File: src/rtl/mc_control.sv
// Multi-cycle MIPS-style control unit: Moore FSM that sequences fetch, decode,
// execute, memory and write-back for a small integer subset.
// Optional build macro: MC_CONTROL_MEMWAIT_EN -- memory states stall on i_mem_ready.
// Outputs are decoded from the current state and the opcode/funct latched at the
// end of DECODE, and are forced inactive while rst_n is low.
module mc_control (
    input  logic       clk,
    input  logic       rst_n,
    input  logic [5:0] i_opcode,
    input  logic [5:0] i_funct,
    input  logic       i_zero,
    input  logic       i_mem_ready,
    output logic       o_pc_we,
    output logic       o_ir_we,
    output logic       o_mem_re,
    output logic       o_mem_we,
    output logic       o_reg_we,
    output logic       o_iord,
    output logic [1:0] o_reg_dst,
    output logic [1:0] o_mem_to_reg,
    output logic       o_alu_src_a,
    output logic [1:0] o_alu_src_b,
    output logic [3:0] o_alu_ctrl,
    output logic       o_ext_zero,
    output logic [1:0] o_pc_src,
    output logic       o_illegal
);

    localparam int unsigned OPW  = 6;
    localparam int unsigned ALUW = 4;

    localparam logic [OPW-1:0] OP_RTYPE = 6'h00;
    localparam logic [OPW-1:0] OP_J     = 6'h02;
    localparam logic [OPW-1:0] OP_JAL   = 6'h03;
    localparam logic [OPW-1:0] OP_BEQ   = 6'h04;
    localparam logic [OPW-1:0] OP_BNE   = 6'h05;
    localparam logic [OPW-1:0] OP_ADDI  = 6'h08;
    localparam logic [OPW-1:0] OP_ADDIU = 6'h09;
    localparam logic [OPW-1:0] OP_SLTI  = 6'h0A;
    localparam logic [OPW-1:0] OP_SLTIU = 6'h0B;
    localparam logic [OPW-1:0] OP_ANDI  = 6'h0C;
    localparam logic [OPW-1:0] OP_ORI   = 6'h0D;
    localparam logic [OPW-1:0] OP_LW    = 6'h23;
    localparam logic [OPW-1:0] OP_SW    = 6'h2B;
    localparam logic [OPW-1:0] FN_JR    = 6'h08;

    localparam logic [ALUW-1:0] ALU_NOP  = 4'b0000;
    localparam logic [ALUW-1:0] ALU_ADD  = 4'b0001;
    localparam logic [ALUW-1:0] ALU_SUB  = 4'b0010;
    localparam logic [ALUW-1:0] ALU_AND  = 4'b0011;
    localparam logic [ALUW-1:0] ALU_OR   = 4'b0100;
    localparam logic [ALUW-1:0] ALU_NOR  = 4'b0101;
    localparam logic [ALUW-1:0] ALU_SLT  = 4'b0110;
    localparam logic [ALUW-1:0] ALU_SLL  = 4'b0111;
    localparam logic [ALUW-1:0] ALU_SRL  = 4'b1000;
    localparam logic [ALUW-1:0] ALU_SRA  = 4'b1001;
    localparam logic [ALUW-1:0] ALU_SLTU = 4'b1010;

    typedef enum logic [3:0] {
        S_FETCH, S_DECODE, S_MEM_ADDR, S_MEM_RD, S_MEM_WB, S_MEM_WR,
        S_EXEC_R, S_EXEC_I, S_ALU_WB, S_BRANCH, S_JUMP, S_JR, S_HALT
    } state_t;

    state_t            r_state;
    state_t            w_state_next;
    logic [OPW-1:0]    r_opcode;
    logic [OPW-1:0]    r_funct;
    logic              r_illegal;
    logic [ALUW-1:0]   w_r_alu;
    logic              w_r_ok;
    logic              w_mem_done;

`ifdef MC_CONTROL_MEMWAIT_EN
    assign w_mem_done = i_mem_ready;
`else
    // Zero-wait memory: every access completes in its first cycle.
    logic w_unused_mem_ready;
    assign w_unused_mem_ready = i_mem_ready;
    assign w_mem_done         = 1'b1;
`endif

    assign o_illegal = r_illegal;

    // State, latched instruction fields and sticky illegal flag.
    always_ff @(posedge clk or negedge rst_n) begin
        if (!rst_n) begin
            r_state   <= S_FETCH;
            r_opcode  <= '0;
            r_funct   <= '0;
            r_illegal <= 1'b0;
        end else begin
            r_state <= w_state_next;
            if (r_state == S_DECODE) begin
                r_opcode <= i_opcode;
                r_funct  <= i_funct;
            end
            if (w_state_next == S_HALT) begin
                r_illegal <= 1'b1;
            end
        end
    end

    // R-type funct to ALU operation; w_r_ok low flags an undecoded funct.
    always_comb begin
        w_r_alu = ALU_NOP;
        w_r_ok  = 1'b1;
        case (r_funct)
            6'h20, 6'h21: w_r_alu = ALU_ADD;
            6'h22, 6'h23: w_r_alu = ALU_SUB;
            6'h24:        w_r_alu = ALU_AND;
            6'h25:        w_r_alu = ALU_OR;
            6'h27:        w_r_alu = ALU_NOR;
            6'h2A:        w_r_alu = ALU_SLT;
            6'h2B:        w_r_alu = ALU_SLTU;
            6'h00:        w_r_alu = ALU_SLL;
            6'h02:        w_r_alu = ALU_SRL;
            6'h03:        w_r_alu = ALU_SRA;
            default:      w_r_ok  = 1'b0;
        endcase
    end

    // Next-state and Moore output decode; everything idles while in reset.
    always_comb begin
        w_state_next = r_state;
        o_pc_we      = 1'b0;
        o_ir_we      = 1'b0;
        o_mem_re     = 1'b0;
        o_mem_we     = 1'b0;
        o_reg_we     = 1'b0;
        o_iord       = 1'b0;
        o_reg_dst    = 2'd0;
        o_mem_to_reg = 2'd0;
        o_alu_src_a  = 1'b0;
        o_alu_src_b  = 2'd0;
        o_alu_ctrl   = ALU_NOP;
        o_ext_zero   = 1'b0;
        o_pc_src     = 2'd0;

        case (r_state)
            S_FETCH: begin
                o_mem_re    = 1'b1;
                o_ir_we     = w_mem_done;
                o_pc_we     = w_mem_done;
                o_alu_src_b = 2'd1;
                o_alu_ctrl  = ALU_ADD;
                if (w_mem_done) begin
                    w_state_next = S_DECODE;
                end
            end
            S_DECODE: begin
                o_alu_src_b = 2'd3;
                o_alu_ctrl  = ALU_ADD;
                case (i_opcode)
                    OP_LW, OP_SW:   w_state_next = S_MEM_ADDR;
                    OP_RTYPE:       w_state_next = (i_funct == FN_JR) ? S_JR : S_EXEC_R;
                    OP_BEQ, OP_BNE: w_state_next = S_BRANCH;
                    OP_J, OP_JAL:   w_state_next = S_JUMP;
                    OP_ADDI, OP_ADDIU, OP_SLTI, OP_SLTIU, OP_ANDI, OP_ORI:
                                    w_state_next = S_EXEC_I;
                    default:        w_state_next = S_HALT;
                endcase
            end
            S_EXEC_R: begin
                o_alu_src_a = 1'b1;
                if (w_r_ok) begin
                    o_alu_ctrl   = w_r_alu;
                    w_state_next = S_ALU_WB;
                end else begin
                    w_state_next = S_HALT;
                end
            end
            S_EXEC_I: begin
                o_alu_src_a  = 1'b1;
                o_alu_src_b  = 2'd2;
                w_state_next = S_ALU_WB;
                case (r_opcode)
                    OP_ADDI, OP_ADDIU: o_alu_ctrl = ALU_ADD;
                    OP_SLTI:           o_alu_ctrl = ALU_SLT;
                    OP_SLTIU:          o_alu_ctrl = ALU_SLTU;
                    OP_ANDI: begin
                        o_alu_ctrl = ALU_AND;
                        o_ext_zero = 1'b1;
                    end
                    OP_ORI: begin
                        o_alu_ctrl = ALU_OR;
                        o_ext_zero = 1'b1;
                    end
                    default:           o_alu_ctrl = ALU_NOP;
                endcase
            end
            S_ALU_WB: begin
                o_reg_we     = 1'b1;
                o_reg_dst    = (r_opcode == OP_RTYPE) ? 2'd1 : 2'd0;
                w_state_next = S_FETCH;
            end
            S_MEM_ADDR: begin
                o_alu_src_a  = 1'b1;
                o_alu_src_b  = 2'd2;
                o_alu_ctrl   = ALU_ADD;
                w_state_next = (r_opcode == OP_LW) ? S_MEM_RD : S_MEM_WR;
            end
            S_MEM_RD: begin
                o_mem_re = 1'b1;
                o_iord   = 1'b1;
                if (w_mem_done) begin
                    w_state_next = S_MEM_WB;
                end
            end
            S_MEM_WB: begin
                o_reg_we     = 1'b1;
                o_mem_to_reg = 2'd1;
                w_state_next = S_FETCH;
            end
            S_MEM_WR: begin
                o_mem_we = 1'b1;
                o_iord   = 1'b1;
                if (w_mem_done) begin
                    w_state_next = S_FETCH;
                end
            end
            S_BRANCH: begin
                o_alu_src_a  = 1'b1;
                o_alu_ctrl   = ALU_SUB;
                o_pc_src     = 2'd1;
                o_pc_we      = (r_opcode == OP_BEQ) ? i_zero : ~i_zero;
                w_state_next = S_FETCH;
            end
            S_JUMP: begin
                o_pc_src = 2'd2;
                o_pc_we  = 1'b1;
                if (r_opcode == OP_JAL) begin
                    o_reg_we     = 1'b1;
                    o_reg_dst    = 2'd2;
                    o_mem_to_reg = 2'd2;
                end
                w_state_next = S_FETCH;
            end
            S_JR: begin
                o_pc_src     = 2'd3;
                o_pc_we      = 1'b1;
                w_state_next = S_FETCH;
            end
            S_HALT: begin
                w_state_next = S_HALT;
            end
            default: begin
                w_state_next = S_FETCH;
            end
        endcase

        if (!rst_n) begin
            o_pc_we      = 1'b0;
            o_ir_we      = 1'b0;
            o_mem_re     = 1'b0;
            o_mem_we     = 1'b0;
            o_reg_we     = 1'b0;
            o_iord       = 1'b0;
            o_reg_dst    = 2'd0;
            o_mem_to_reg = 2'd0;
            o_alu_src_a  = 1'b0;
            o_alu_src_b  = 2'd0;
            o_alu_ctrl   = ALU_NOP;
            o_ext_zero   = 1'b0;
            o_pc_src     = 2'd0;
        end
    end

endmodule

File: config.mk
export PLATFORM = sky130hd
export DESIGN_NAME = mc_control
export DESIGN_NICKNAME = d
export VERILOG_FILES = /design/src/rtl/mc_control.sv
export SDC_FILE = /design/constraint.sdc
export NUM_CORES = 1
export LEC_CHECK = 0
export ABC_AREA = 1
export CORE_AREA = 2 2 60 62
export CTS_CLUSTER_DIAMETER = 200
export CTS_CLUSTER_SIZE = 8
export DETAILED_ROUTE_END_ITERATION = 10
export DIE_AREA = 0 0 62 64
export GPL_TIMING_DRIVEN = 0
export PLACE_DENSITY = 0.72
export SLEW_MARGIN = 40
export SYNTH_ARGS = -nofsm -noshare
export SYNTH_HDL_FRONTEND = slang
export SYNTH_SLANG_ARGS = --single-unit
File: constraint.sdc
create_clock -name clk -period 1.55 [get_ports clk]
set_clock_uncertainty 0.2 [all_clocks]
set_input_delay 0.465 -clock clk [delete_from_list [all_inputs] [get_ports clk]]
set_output_delay 0.465 -clock clk [all_outputs]
set_load 0.01 [all_outputs]
* Yosys cells after proc, flatten, opt, wreduce, memory -nomap -nowiden *
Index checks and enable logic that the tools add are counted.
W data, S select, Z words.

operators by class
  muxes and demuxes = 40
  bitwise operators = 1
  equal/unequal tests = 46
  reductions and logical operators = 20

operators by type and width
  cell                  count
  $eq A6 B4 Y1 const B  13
  $eq A6 B6 Y1 const B  12
  $pmux W4 S10          1
  $pmux W4 S5           2
  $eq A6 B2 Y1 const B  5
  $pmux W4 S7           1
  $eq A4 B4 Y1 const B  6
  $reduce_or A2 Y1      11
  $mux W1               19
  $eq A6 B3 Y1 const B  3
  $logic_not A6 Y1      3
  $eq A4 B3 Y1 const B  4
  $pmux W4 S4           1
  $mux W4               3
  $pmux W2 S3           2
  $reduce_or A12 Y1     1
  $mux W2               5
  $eq A4 B2 Y1 const B  2
  $pmux W2 S2           2
  $mux W3               2
  $reduce_or A3 Y1      2
  $reduce_or A6 Y1      1
  $eq A4 B1 Y1 const B  1
  $logic_not A4 Y1      1
  other kinds (3)       4

storage, ports and cells
  logic and storage cells = 111
  flip-flop bits (word level) = 17
  bits of input ports = 16

* Depth between registers and ports, before layout *
  depth in word-level cells = 6
  mapped depth = 11

* Worst setup path before layout *
No wires, ideal clock.

  path kind = register -> output
  start point = register r_opcode[5]
  end point = output port o_pc_we
  stages on the path, launching flop included = 8
  path slack = -334 ps
  data arrival time = 1,219 ps
  data required time = 885 ps
  path through = dfrtp_1 -> nor2_1 -> inv_1 -> nor2_2 -> nand2_1 -> o21ai_0 -> nand3b_1 -> a21oi_1

on the way
  cells in the longest elaborated chain, start to end = 4

RTL lines
  item                    RTL line  text
  start, declared         66        logic [OPW-1:0] r_opcode;
  start signal, assigned  94        r_opcode <= i_opcode;
  $eq A6 B3 Y1            225       o_pc_we = (r_opcode == OP_BEQ) ? i_zero : ~i_zero;
  $mux W1                 225
  $pmux W1 S2             139       case (r_state)
  $mux W1                 251       if (!rst_n) begin
  end, declared           13        output logic o_pc_we,

No other way between the ends.

* Final worst setup path *
  start point = register r_opcode[5]
  end point = output port o_alu_ctrl[0]

on the way
  cells in the longest elaborated chain, start to end = 5
  elaborated cells between the ends (all ways) = 10

RTL lines
  item              RTL line  text
  $eq A6 B4 Y1      176       case (r_opcode)
  $reduce_or A2 Y1  176
  $pmux W4 S5 *     176
  $pmux W4 S4 *     139
  $mux W4 *         251
  end, declared     23        output logic [3:0] o_alu_ctrl,

Every way passes the cells marked *; elsewhere a longest branch is shown, timed or not.

==> results.yml <==
global_routing:
  grt_pass1_wl_um: 7741
  met3_usage_pct: 2.227
  grt_max_degree: 11
  gr-total-overflow: 0
  top_usage_layer: "met2"
  grt_pass1_vias: 1733
  antenna_found_initial: 0
  track_usage_pct: 25.57
  use_met2_pct: 41.80
  grt_use_met1_pct: 33.21
critical_path:
  rrSetupSlack_ps: -230
  end_kind: "output pin"
  crit_start: "r_opcode[5]"
  critPathMaxStageDelay_ps: 400
  r2r_start: "r_funct[3]"
  crit_type: "reg2out"
  worst-path-buf-inv: 2
  reg2reg_to: "o_illegal"
  cp_slowest_cell: "dfrtp_1"
  crit_family: "simple AND/OR/NAND/NOR gates"
  crit_chain: "nor2_2 -> inv_2 -> nor2_4 -> nand3_1 -> nand2_1 -> a21boi_1 -> a21oi_2 -> buf_2"
  crit_required_ps: 880
  cp_data_arrival_time_ps: 1780
  endpoint: "o_alu_ctrl[0]"
  path_max_fanout: 4
  cp.depth: 8
  start_kind: "register"
  reg2reg_depth: 11
synth:
  netlist.area_leader.share_pct: 31.54
  ys_ff_latch: 17
  synth_top_cell_by_area: "dfrtp_1"
  synth_cells: 223
  syn_nets: 239
  yosys-top-cells-area: "dfrtp_1 (32%), nand2_1 (19%), inv_1 (8.3%)"
  synthArstFlopShare_pct: 100.0
  post_synth_num_cell_types: 27
  netlist_area_um2: 1349
  synth_area_per_cell_um2: 6.048
  ys.flop_type: "dfrtp_1"
  yosysSeqAreaShare_pct: 31.54
  synth_edf_count: 0
  yosysWarnings: 0
flow_run:
  cap_violations: 0
placement:
  gp_congestion: 0.8048
  post-dp-hpwl_um: 2862
  dp.cells: 304
  place_area_um2: 1912
  portBuffers: 35
layout:
  synthToLayoutAreaGrowth_pct: 105.8
  mostFrequentLayoutCells: "nand2_1 (43), buf_4 (32), buf_6 (23)"
  final_common_cell: "nand2_1"
  final_cells: 363
  fin_area_um2: 2775
  layout-drive-gt1-share_pct: 56.15
  num_antenna_cells: 0
  fin_nets: 334
pwr:
  combinationalPowerShare_pct: 74.8
  power_frac_seq_pct: 19.9
  power.density_nw_per_um2: 1626
  total_power_mw: 4.512
  clockPowerShare_pct: 5.3
  ir_drop_mv: 0.9159
  swShare_pct: 50.52
  p_leak_nw: 1.430
  power.switching_mw: 2.279
  internal_power_mw: 2.232
floorplanning:
  ioPinCount: 37
  die_height_um: 64
  dieArea_um2: 3968
  row_count: 21
  die_x_um: 62
  coreArea_um2: 3284
  initial_utilization_pct: 41.07
timing:
  tightest_slew_ps: 454.0
  max_freq_ghz: 0.4090
  finalCriticalPeriod_ps: 2445
  finalHoldViolCount: 0
  slew_violations: 0
  setup_ws_ps: -895.2
  relSlewSlack_pct: 69.64
  rsz0062_at_grt: "true"
  setup_violations: 31
  finalCritPeriodShare_pct: 157.8
clock_network:
  clock_sinks: 17
  htree_levels: 1
  numCtsBuffers: 3
  cts_root_buf: "clkbuf_4"
  cts_tree: "yes"
  clockBufferDepth: 2
  clkTransAtPathRegs_ps: 100
  clkLatencyLatePin_ps: 290
routing:
  drt-total-wl_um: 6172
  drc: 0
  ant_nets: 0
  wl_per_cell_um: 17.00
  firstDrtPassIters: 5
  drt_iter0_drc: 204
  num_vias: 2002
  viasPerCell: 5.515
run_status:
  violations: "setup timing"
  status: "finished, violations left"
hold_path:
  hp-class: "in2reg"
power by group through the flow:
stage,Combinational [mW],Sequential (mW),Clock [mW]
floorplan,1.25,0.805,0
global placement,1.70,0.841,0
detailed placement,1.72,0.845,0
CTS,2.40,0.849,0.239
global route,3.55,0.918,0.268
finish,3.37,0.898,0.241
sequential cells by signal, summed over array words and instances, names as in the netlist:
signal	cells
o_illegal	1
r_funct	6
r_opcode	6
r_state	4
logic make-up after synthesis:
family | Yosys count | share of synthesized area, %
and+or+nand+nor | 132 | 42.49
DFF | 17 | 31.54
buffers and inverters | 37 | 10.76
AOI/OAI and AO/OA | 37 | 15.21
layout make-up:
class,count,area (µm²)
clock buffers,3,22.52
inverters,33,137.6
repair buffers,90,839.6
flip-flops and latches,17,430.4
well taps,46,57.56
fillers,171,509.2
plain buffers,4,55.05
clock inverters,1,5.005
multi-input cells,169,1227
cell usage after synthesis, types with 2 or more instances:
cell	number
buf_2	2
nor2_1	27
o21ai_0	18
nor2_2	6
nand3_1	18
nor4_1	3
nand2_1	68
a21oi_1	11
nand4_1	2
inv_2	3
nor3_1	2
inv_1	30
dfrtp_1	17
nand3b_1	3
worst reg2reg max path, stage by stage, from the launching register on:
cell and delay [ps]:
dfrtp_1 450, inv_2 140, nand2_4 80, nor2_4 120
nand2_2 70, nand2_2 80, nor2_2 50, buf_4 140
nand3_4 70, nand3_2 80, nand2_1 90, nand2_1 70
per-stage QoR:
stage	hold WS (ps)	worst slack, ps	setup TNS [ps]	utilization, %
after floorplan	-30.59	-293.1	-3274	-
after global placement	246.7	-2245	-48580	58.36
after detailed placement	250.7	-1390	-26490	58.21
after CTS	273.8	-744.6	-12230	73.45
after global routing	230.3	-992.3	-17860	84.50
final	230.9	-895.2	-15490	84.50
metal layers:
layer  routed length [µm]  share of wire, %  up-vias
li1                     -                 -      915
met1                 2458                40      932
met2                 2998                49      129
met3                  442               7.2       26
met4                  272               4.4        0
met5                    0                 0        -
how the worst min path moves through the flow:
stage | startpoint | to | cells past startpoint
final | i_funct[0] | r_funct[0] | 3
after global routing | i_funct[0] | r_funct[0] | 3
after CTS | o_illegal | o_illegal | 2
after detailed placement | rst_n | r_funct[0] | 1
after global placement | o_illegal | o_illegal | 2
after floorplan | rst_n | o_illegal | 0
repair_timing:
action | in CTS | in global routing
cloned | 2 | 0
hold buffers | 2 | 0
pin swaps | 20 | 28
endpoints found under the setup margin | 26 | 37
setup buffers | 36 | 16
hold endpoints to repair | 17 | 0
resized for setup | 144 | 83
(Power assumes the default switching activity.)
